**src/rtl/payload_sender.sv**
```systemverilog
// rtl/payload_sender.sv - multi-message ROM payload streamer into the UART TX FIFO
// Optional trailing CR/LF per message when PAYLOAD_CRLF_EN is defined.
module payload_sender #(
  parameter int N_MSGS  = 4,
  parameter int MAX_LEN = 16,
  parameter int SEL_W   = $clog2(N_MSGS),
  parameter int ADDR_W  = $clog2(N_MSGS * MAX_LEN)
) (
  input  logic              clk,
  input  logic              reset_n,
  input  logic              start,
  input  logic [SEL_W-1:0]  msg_sel,
  output logic [ADDR_W-1:0] rom_addr,
  input  logic [7:0]        rom_data,
  input  logic              tx_full,
  output logic              wr,
  output logic [7:0]        w_data,
  output logic              busy,
  output logic              done
);

  localparam int IDX_W = $clog2(MAX_LEN + 1);
  localparam logic [IDX_W-1:0] LAST_IDX = IDX_W'(MAX_LEN);

`ifdef PAYLOAD_CRLF_EN
  typedef enum logic [2:0] {S_IDLE, S_FETCH, S_SEND, S_DONE, S_CR, S_LF} state_t;
  localparam state_t S_MSG_END = S_CR;
`else
  typedef enum logic [1:0] {S_IDLE, S_FETCH, S_SEND, S_DONE} state_t;
  localparam state_t S_MSG_END = S_DONE;
`endif

  state_t            state_q, state_d;
  logic [ADDR_W-1:0] addr_q, addr_d;
  logic [IDX_W-1:0]  idx_q, idx_d;
  logic              sel_ok;
  logic [ADDR_W-1:0] sel_base;

  assign sel_ok   = 32'(msg_sel) < N_MSGS;
  assign sel_base = ADDR_W'(32'(msg_sel) * MAX_LEN);

  always_ff @(posedge clk or negedge reset_n) begin
    if (!reset_n) begin
      state_q <= S_IDLE;
      addr_q  <= '0;
      idx_q   <= '0;
    end else begin
      state_q <= state_d;
      addr_q  <= addr_d;
      idx_q   <= idx_d;
    end
  end

  always_comb begin
    state_d = state_q;
    addr_d  = addr_q;
    idx_d   = idx_q;
    wr      = 1'b0;
    w_data  = 8'h00;
    done    = 1'b0;
    case (state_q)
      S_IDLE: begin
        if (start && sel_ok) begin
          addr_d  = sel_base;
          idx_d   = '0;
          state_d = S_FETCH;
        end
      end
      S_FETCH: state_d = S_SEND;
      S_SEND: begin
        if (rom_data == 8'h00) begin
          state_d = S_MSG_END;
        end else if (!tx_full) begin
          wr     = 1'b1;
          w_data = rom_data;
          idx_d  = idx_q + IDX_W'(1);
          // Address stays on the last byte at the cap so the next slot is never read.
          if (idx_d == LAST_IDX) begin
            state_d = S_MSG_END;
          end else begin
            addr_d  = addr_q + ADDR_W'(1);
            state_d = S_FETCH;
          end
        end
      end
`ifdef PAYLOAD_CRLF_EN
      S_CR: begin
        if (!tx_full) begin
          wr      = 1'b1;
          w_data  = 8'h0D;
          state_d = S_LF;
        end
      end
      S_LF: begin
        if (!tx_full) begin
          wr      = 1'b1;
          w_data  = 8'h0A;
          state_d = S_DONE;
        end
      end
`endif
      S_DONE: begin
        done    = 1'b1;
        state_d = S_IDLE;
      end
      default: state_d = S_IDLE;
    endcase
  end

  assign rom_addr = addr_q;
  assign busy     = (state_q != S_IDLE);

endmodule

```
**config.mk**
```make
export PLATFORM = sky130hd
export DESIGN_NAME = payload_sender
export DESIGN_NICKNAME = d
export VERILOG_FILES = /design/src/rtl/payload_sender.sv
export SDC_FILE = /design/constraint.sdc
export NUM_CORES = 1
export LEC_CHECK = 0
export ABC_AREA = 1
export CAP_MARGIN = 5
export CORE_AREA = 2 2 55 46
export CTS_CLUSTER_SIZE = 16
export DETAILED_ROUTE_END_ITERATION = 12
export DIE_AREA = 0 0 57 48
export DONT_BUFFER_PORTS = 1
export GPL_TIMING_DRIVEN = 0
export PLACE_DENSITY = 0.59
export SYNTH_ARGS = -nofsm -noshare
export SYNTH_HDL_FRONTEND = slang
export SYNTH_SLANG_ARGS = --single-unit
```
**constraint.sdc**
```tcl
create_clock -name clk -period 1.9 [get_ports clk]
set_input_delay 0.38 -clock clk [delete_from_list [all_inputs] [get_ports clk]]
set_output_delay 0.38 -clock clk [all_outputs]
set_load 0.05 [all_outputs]
```
Yosys cells after proc, flatten, opt, wreduce, memory -nomap -nowiden. Cells that the tools add are included.

Multipliers: 0. Magnitude comparators: 0. Shift operators: 0. Mux-type cells: 21. Equality and inequality tests: 9. Reduce and logical (&&, ||, !) cells: 7. Bitwise logic cells: 0. Divide/modulo/power cells: 0. $add $sub $neg: 2.

Operator list (count): $mux W6 (4); $mux W8 (3); $mux W5 (3); $pmux W6 S2 (1); $pmux W5 S2 (1); $logic_not A8 Y1 (1); $mux W2 (4); $ne A2 B2 Y1 const B (4); $pmux W2 S4 (1); $add A6 B1 Y6 const B (1); $add A5 B1 Y5 const B (1); $eq A5 B5 Y1 const B (1); $reduce_and A5 Y1 (1); $eq A2 B2 Y1 const B (2); $mux W1 (4); $reduce_and A4 Y1 (1); $reduce_bool A2 Y1 (2); $ne A3 B3 Y1 const B (1); $eq A2 B1 Y1 const B (1); $logic_not A2 Y1 (1); $reduce_and A2 Y1 (1).

RAM bits: 0. Bits of input ports: 14. Word-level logic and storage cells: 42. Flip-flop bits (word level): 13. Memories kept: 0. Output and inout bits: 17. Latch bits: 0. Memory bits (read-only): 0.

Longest topological paths before layout. Gate-level depths: netlist of run 1.

Depth after elaboration: 6. Depth in mapped cells: 9. Depth with buffers taken out: 9.

Worst setup path before layout of run 1. OpenSTA, ideal clock, no wires.

Path kind: reg-to-output. Start point: register state_q[0]. End point: output port w_data[0]. Path buffers: 1. Arrival: 1.533 ns. Slack: -0.013 ns. Cell stages (with the launch flop): 5. Required time: 1.520 ns. Cell sequence: dfrtp_1 nor2_8 inv_1 buf_2 nor2_1.

Word-level cells in the longest chain between the ends: 2.

RTL lines: start, declared (RTL line 33) `state_t state_q, state_d;`; start signal, assigned (RTL line 48) `state_q <= state_d;`; $eq A2 B2 Y1 (RTL line 61) `case (state_q)`; $mux W8 (RTL line 61); end, declared (RTL line 17) `output logic [7:0] w_data,`.

Every way passes these cells.

Final worst setup path of run 1.
Start point: register state_q[1]. End point: output port wr.

Word-level cells in the longest chain between the ends: 2.

RTL lines: $eq A2 B2 Y1 (RTL line 61); $mux W1 (RTL line 61); end, declared (RTL line 16) `output logic wr,`.

Every way passes these cells.

==> impl_metrics.toml, run 1 <==
[logic_synthesis]
muxShareOfSynthArea = 0
syn-cell-area_um2 = 938
ys_ff_latch = 13
syn_inst = 138
yosys.area_share.simple = 0.489
synth_cell_type_count = 21
synth_top_family_by_area = "simple AND/OR/NAND/NOR gates"
syn_nets = 154
synth-xor-area-share = 0.0187
ys_seq_area_frac = 0.347
synthAdderAreaFrac = 0.0267
synth_compound_area_frac = 0.0520
synth_warnings = 0
syn_avg_cell_area_um2 = 6.80

[power_and_ir_drop]
vdd_drop_max_v = 0.000819
powerDensity_nw_per_um2 = 1350
power_leakage_nw = 0.557
p_total_w = 0.00147

[status]
status = "completed"

[worst_setup_path]
crit_path_max_fanout = 4
worstSetupStartpoint = "state_q[1]"
cp.arrival_ns = 1.44
cp-end-kind = "output pin"
required_ns = 1.52
critPathKind = "flop to output pin"
r2r-end = "rom_addr[4]"
r2r-start = "rom_addr[0]"
r2r_cells = 8
worst-r2r-setup-slack_ns = 0.23
crit_path_start_kind = "flop"

[global_routing]
grt_pass1_wl_um = 3690
grtUsageTotal = 0.183
grt_max_degree = 14
overflow = 0
antenna_found_initial = 0
grt_pass1_vias = 782

[route]
routed_wl_um = 2270
first_pass_iters = 4
drc_errors = 0
dr.first_iter.drc_count = 40
wl_per_cell_um = 13.4
ant_nets = 0
vias = 882
vias_per_cell = 5.19

[clock_network]
htreeDepth = 1
cts_buffers = 3
tritoncts = "done"
root_buffer = "clkbuf_4"
clk_pin_slew_ns = 0.08
ctsLongestPathBuffers = 2
cts.sinks = 13
clk_latency_ns = 0.28

[sta]
fmax_mhz = 548
hold_violations = 0
period_minus_slack_ns = 1.82
layout_setup_ws_ns = 0.0766
tightest_slew_ns = 0.638
setup_violations = 0
timing.hold.ws_ns = 0.284
clock_skew_ns = 0.00355
period_share = 0.960
fin_tns_setup_ns = 0
rsz0062_at_grt = "no"
maxSlewViolCount = 0
max_slew_margin = 0.573

[min_path]
hp-class = "primary input to flop"
min_from = "start"
whs_path_depth = 2
hold_end = "state_q[0]"

[placed_design]
io_buffers = 0
dp_slack_ns = -0.189
gp_congestion = 0.745
dp_hpwl_um = 1570

[layout]
fin_nets = 162
num_antenna_cells = 0
post_route_cells_drive_above_1_share = 0.172
fillerInstances = 221
area_growth_pct = 16.3
utilization = 0.510

[floorplanning]
die_x_um = 57
placementRows = 15
ios = 31
initial_core_util = 0.439
die_h_um = 48
design.die.area_um2 = 2740
fp.coreArea_um2 = 2140

[flow_run]
drv_cap = 0
## critical path, cell delays in order, from the launching register on
cell	delay, ns
dfrtp_1	0.39
inv_2	0.09
nor2_8	0.12
buf_4	0.14
nand2_4	0.05
nor2_4	0.37
## synth_stat cells
| cell type | count | area, um^2 |
|---|---|---|
| o21ai_0 | 4 | 20.0 |
| o21ai_1 | 1 | 5.00 |
| buf_2 | 2 | 10.0 |
| o21bai_4 | 1 | 18.8 |
| a21oi_1 | 1 | 5.00 |
| nand2_2 | 1 | 6.26 |
| nor2_1 | 22 | 82.6 |
| nor3_1 | 1 | 5.00 |
| nand3b_1 | 2 | 15.0 |
| inv_1 | 12 | 45.0 |
| nor2_4 | 2 | 22.5 |
| ha_1 | 2 | 25.0 |
| nand4_1 | 3 | 18.8 |
| inv_2 | 1 | 3.75 |
| nor2_8 | 1 | 20.0 |
| nand2_1 | 48 | 180 |
| clkinv_1 | 1 | 3.75 |
| dfrtp_1 | 13 | 325 |
| nand2_4 | 3 | 33.8 |
| nand3_1 | 15 | 75.1 |
| xor2_1 | 2 | 17.5 |
## cell families (layout without fill, tap and decap cells)
logic type | after synthesis | count (layout)
and+or+nand+nor | 98 | 98
buffers and inverters | 16 | 23
DFF | 13 | 13
AOI/OAI and AO/OA | 7 | 7
adders and majority gates | 2 | 2
xor gates and xnor gates | 2 | 2
## final cells by class
type,count,area (um^2),area share
plain buffers,2,20.0,0.0183
clock buffers,4,26.3,0.0241
inverters,14,52.6,0.0482
multi-input cells,109,611,0.560
flip-flops and latches,13,325,0.298
well taps,25,31.3,0.0287
repair buffers,3,25.0,0.0229
## stage by stage
| step | cell area (um^2) | cells |
|---|---|---|
| floorplan | 938 | 138 |
| global placement | 970 | 163 |
| detailed placement | 970 | 163 |
| CTS | 1090 | 170 |
| global route | 1090 | 170 |
| finish | 1090 | 170 |
## worst max path at each step
stage | to | slack [ns] | cells after the start
2_1_floorplan | w_data[0] | -0.01 | 4
3_3_place_gp | w_data[4] | -0.17 | 4
3_5_place_dp | w_data[6] | -0.19 | 4
4_1_cts | w_data[2] | 0.03 | 5
5_1_grt | wr | 0.003 | 5
6_report | wr | 0.08 | 5
## registers in the layout, summed over array words and instances, names as in the netlist
register  count
rom_addr      6
idx_q         5
state_q       2
## where the power goes
group | leakage (nW) | internal [W] | switching [W]
clock | 0.0150 | 0.0000815 | 0.0000942
combinational | 0.369 | 0.000206 | 0.000538
sequential | 0.173 | 0.000340 | 0.000211
total | 0.557 | 0.000627 | 0.000842
## routing by layer
layer / track usage / vias up / wire length (um)
li1: - / 451 / -
met1: 0.235 / 412 / 1000
met2: 0.317 / 19 / 1170
met3: 0.0568 / 0 / 101
met4: 0.0279 / 0 / 0
met5: 0 / - / 0
## layout by cell type, fill, tap and decap left out, drive strengths merged
cell type	netlist	layout
o21ai	5	5
nand3b	2	2
dfrtp	13	13
dlygate4sd3	0	1
nand3	15	15
o21bai	1	1
nand2	52	52
nand4	3	3
ha	2	2
clkinv	1	1
nor2	25	25
xor2	2	2
inv	13	13
a21oi	1	1
buf	2	4
nor3	1	1
clkbuf	0	4
## what timing repair did
action | in CTS | in global routing
gates resized for setup | 18 | 2
setup buffers | 2 | 0
endpoints found under the setup margin | 8 | 8
pin swaps | 2 | 1
hold buffers | 1 | 0
endpoints found under the hold margin | 13 | 0
(Power assumes the default switching activity.)
==> run 2: changes to the inputs <==
==> config.mk (replaced) <==
export PLATFORM = sky130hd
export DESIGN_NAME = payload_sender
export DESIGN_NICKNAME = d
export VERILOG_FILES = /design/src/rtl/payload_sender.sv
export SDC_FILE = /design/constraint.sdc
export NUM_CORES = 1
export LEC_CHECK = 0
export CAP_MARGIN = 5
export CORE_AREA = 2 2 51 44
export CTS_CLUSTER_SIZE = 16
export DETAILED_ROUTE_END_ITERATION = 12
export DIE_AREA = 0 0 53 46
export DONT_BUFFER_PORTS = 1
export GPL_TIMING_DRIVEN = 0
export PLACE_DENSITY = 0.58
export RECOVER_POWER = 100
export SYNTH_ARGS = -nofsm -noshare
export SYNTH_HDL_FRONTEND = slang
export SYNTH_SLANG_ARGS = --single-unit
==> run 2 against run 1 <==
Area after synthesis down 13%. Critical path depth is 2 higher. Total power is 0.31% higher. Sequential cell count did not move. Largest cell class unchanged.
==> impl_metrics.toml, run 2 <==
[route]
vias = 684
dr.first_iter.drc_count = 7
first_pass_iters = 4
routed_wl_um = 1720
ant_nets = 0
drc_errors = 0
wl_per_cell_um = 13.5
vias_per_cell = 5.39

[global_routing]
grt_pass1_vias = 598
grt_max_degree = 14
grt_pass1_wl_um = 2880
overflow = 0
antenna_found_initial = 0
grtUsageTotal = 0.162

[floorplanning]
initial_core_util = 0.413
die_x_um = 53
ios = 31
fp.coreArea_um2 = 1970
placementRows = 15
die_h_um = 46
design.die.area_um2 = 2440

[worst_setup_path]
endpoint = "rom_addr[3]"
slowest_delay_ns = 0.47
worst-r2r-setup-slack_ns = 0.05
required_ns = 2.11
r2r_cells = 7
path_cells = "nand2b_1, buf_6, a211o_4, clkinv_8, o32ai_2, or4_1, nand3_1"
crit_buf_inv = 2
worstSetupStartpoint = "state_q[0]"
r2r-start = "state_q[0]"
cp_slowest_cell = "or4_1"
crit_path_max_fanout = 5
cp.arrival_ns = 2.07
cp-end-kind = "flop"
critPathKind = "flop to flop"
crit_path_start_kind = "flop"
crit_family = "simple AND/OR/NAND/NOR gates"
r2r-end = "rom_addr[3]"
cp_num_cells = 7

[clock_network]
cts_buffers = 3
root_buffer = "clkbuf_4"
tritoncts = "done"
ctsLongestPathBuffers = 2
clk_latency_ns = 0.27
clk_pin_slew_ns = 0.08
htreeDepth = 1
cts.sinks = 13

[placed_design]
dpl_cell_area_um2 = 846
io_buffers = 0
dp_cells = 119
gp_congestion = 0.772
dp_hpwl_um = 1240

[logic_synthesis]
synthTopCellsByCount = "13 x dfrtp_1, 11 x nand2_1, 10 x and2_1, 10 x o21ai_0, 8 x nand3_1"
synth_most_common_cell = "dfrtp_1"
synth_top_cell_area_share = 0.399
syn_avg_cell_area_um2 = 8.67
synth_warnings = 0
syn_nets = 110
syn-cell-area_um2 = 815
syn_inst = 94
ys_seq_area_frac = 0.399
yosysTopAreaCell = "dfrtp_1"
async_flop_share = 1.00
synth_area_leaders = "dfrtp_1 40%, and2_1 7.7%, o21ai_0 6.1%"
ys_ff_latch = 13
synth_edf_count = 0
yosys_most_used_dff = "dfrtp_1"
synth_cell_type_count = 33

[layout]
fin_nets = 119
design_area_um2 = 947
fillerInstances = 207
final_cell_mix = "12 x dfrtp_1, 11 x nand2_1, 10 x o21ai_0"
largest_register_ffs = 6
final_common_cell = "dfrtp_1"
multi_input_area_um2 = 487
seqCellArea_um2 = 327
num_antenna_cells = 0
area_growth_pct = 16.3
post_route_cells_drive_above_1_share = 0.235
instances_no_fill = 127

[sta]
period_share = 0.974
rsz0062_at_grt = "yes"
tightest_slew_ns = 0.620
maxSlewViolCount = 0
hold_violations = 0
fin_tns_setup_ns = 0
clock_skew_ns = 0.00181
setup_violations = 0
fmax_mhz = 540
period_minus_slack_ns = 1.85
max_slew_margin = 0.585

[flow_run]
drv_cap = 0

[power_and_ir_drop]
powerDensity_nw_per_um2 = 1560
vdd_drop_max_v = 0.000691
power_leakage_nw = 0.393

[status]
status = "completed"

[min_path]
hp-class = "primary input to flop"
## run 2: cell families after synthesis
family / count (synthesis) / synth area share
AO/OA/AOI/OAI: 24 / 0.194
adder cells (fa/ha/maj): 2 / 0.0307
buffers and inverters: 6 / 0.0399
flip-flops: 13 / 0.399
AND/OR/NAND/NOR: 49 / 0.336
## run 2: cell type report
cell class,instances,area share
plain buffers,3,0.0211
clock buffers,4,0.0277
inverters,3,0.0251
multi-input cells,75,0.514
flip-flops and latches,13,0.345
well taps,25,0.0330
repair buffers,4,0.0343
## run 2: metal layers
| layer | track usage | part of all wire | vias up |
|---|---|---|---|
| li1 | - | - | 359 |
| met1 | 0.237 | 0.49 | 314 |
| met2 | 0.235 | 0.47 | 9 |
| met3 | 0.0625 | 0.035 | 2 |
| met4 | 0.0154 | 0.0058 | 0 |
| met5 | 0 | 0 | - |
## run 2: power breakdown
| group | total (W) | leakage (nW) | switching [W] | internal [W] |
|---|---|---|---|---|
| combinational | 0.000654 | 0.207 | 0.000424 | 0.000230 |
| sequential | 0.000650 | 0.171 | 0.000286 | 0.000364 |
| clock | 0.000170 | 0.0150 | 0.0000887 | 0.0000814 |
| total | 0.00147 | 0.393 | 0.000798 | 0.000676 |
## run 2: how the worst min path moves through the flow
stage,start,to,depth (start not counted)
detailed placement,reset_n,idx_q[0],0
global route,tx_full,state_q[0],1
floorplan,reset_n,idx_q[0],0
finish,tx_full,state_q[0],1
CTS,tx_full,state_q[0],1
global placement,reset_n,idx_q[0],0
## run 2: stage by stage
| step | util | total power (W) | worst slack [ns] | hold WS (ns) |
|---|---|---|---|---|
| floorplan | - | 0.00112 | 0.00813 | 0.0844 |
| global route | 0.481 | 0.00158 | -0.0244 | 0.201 |
| CTS | 0.466 | 0.00144 | 0.00213 | 0.200 |
| finish | 0.481 | 0.00147 | 0.0485 | 0.206 |
| detailed placement | 0.429 | 0.00123 | -0.179 | 0.0848 |
| global placement | 0.429 | 0.00121 | -0.183 | 0.0848 |
## run 2: timing repair
action | 4_1_cts | 5_1_grt
gates cloned | 0 | 0
buffers inserted | 0 | 3
hold buffers | 1 | 0
endpoints found under the setup margin | 16 | 13
endpoints found under the hold margin | 13 | 0
resized for setup | 13 | 1
pin swaps | 0 | 0
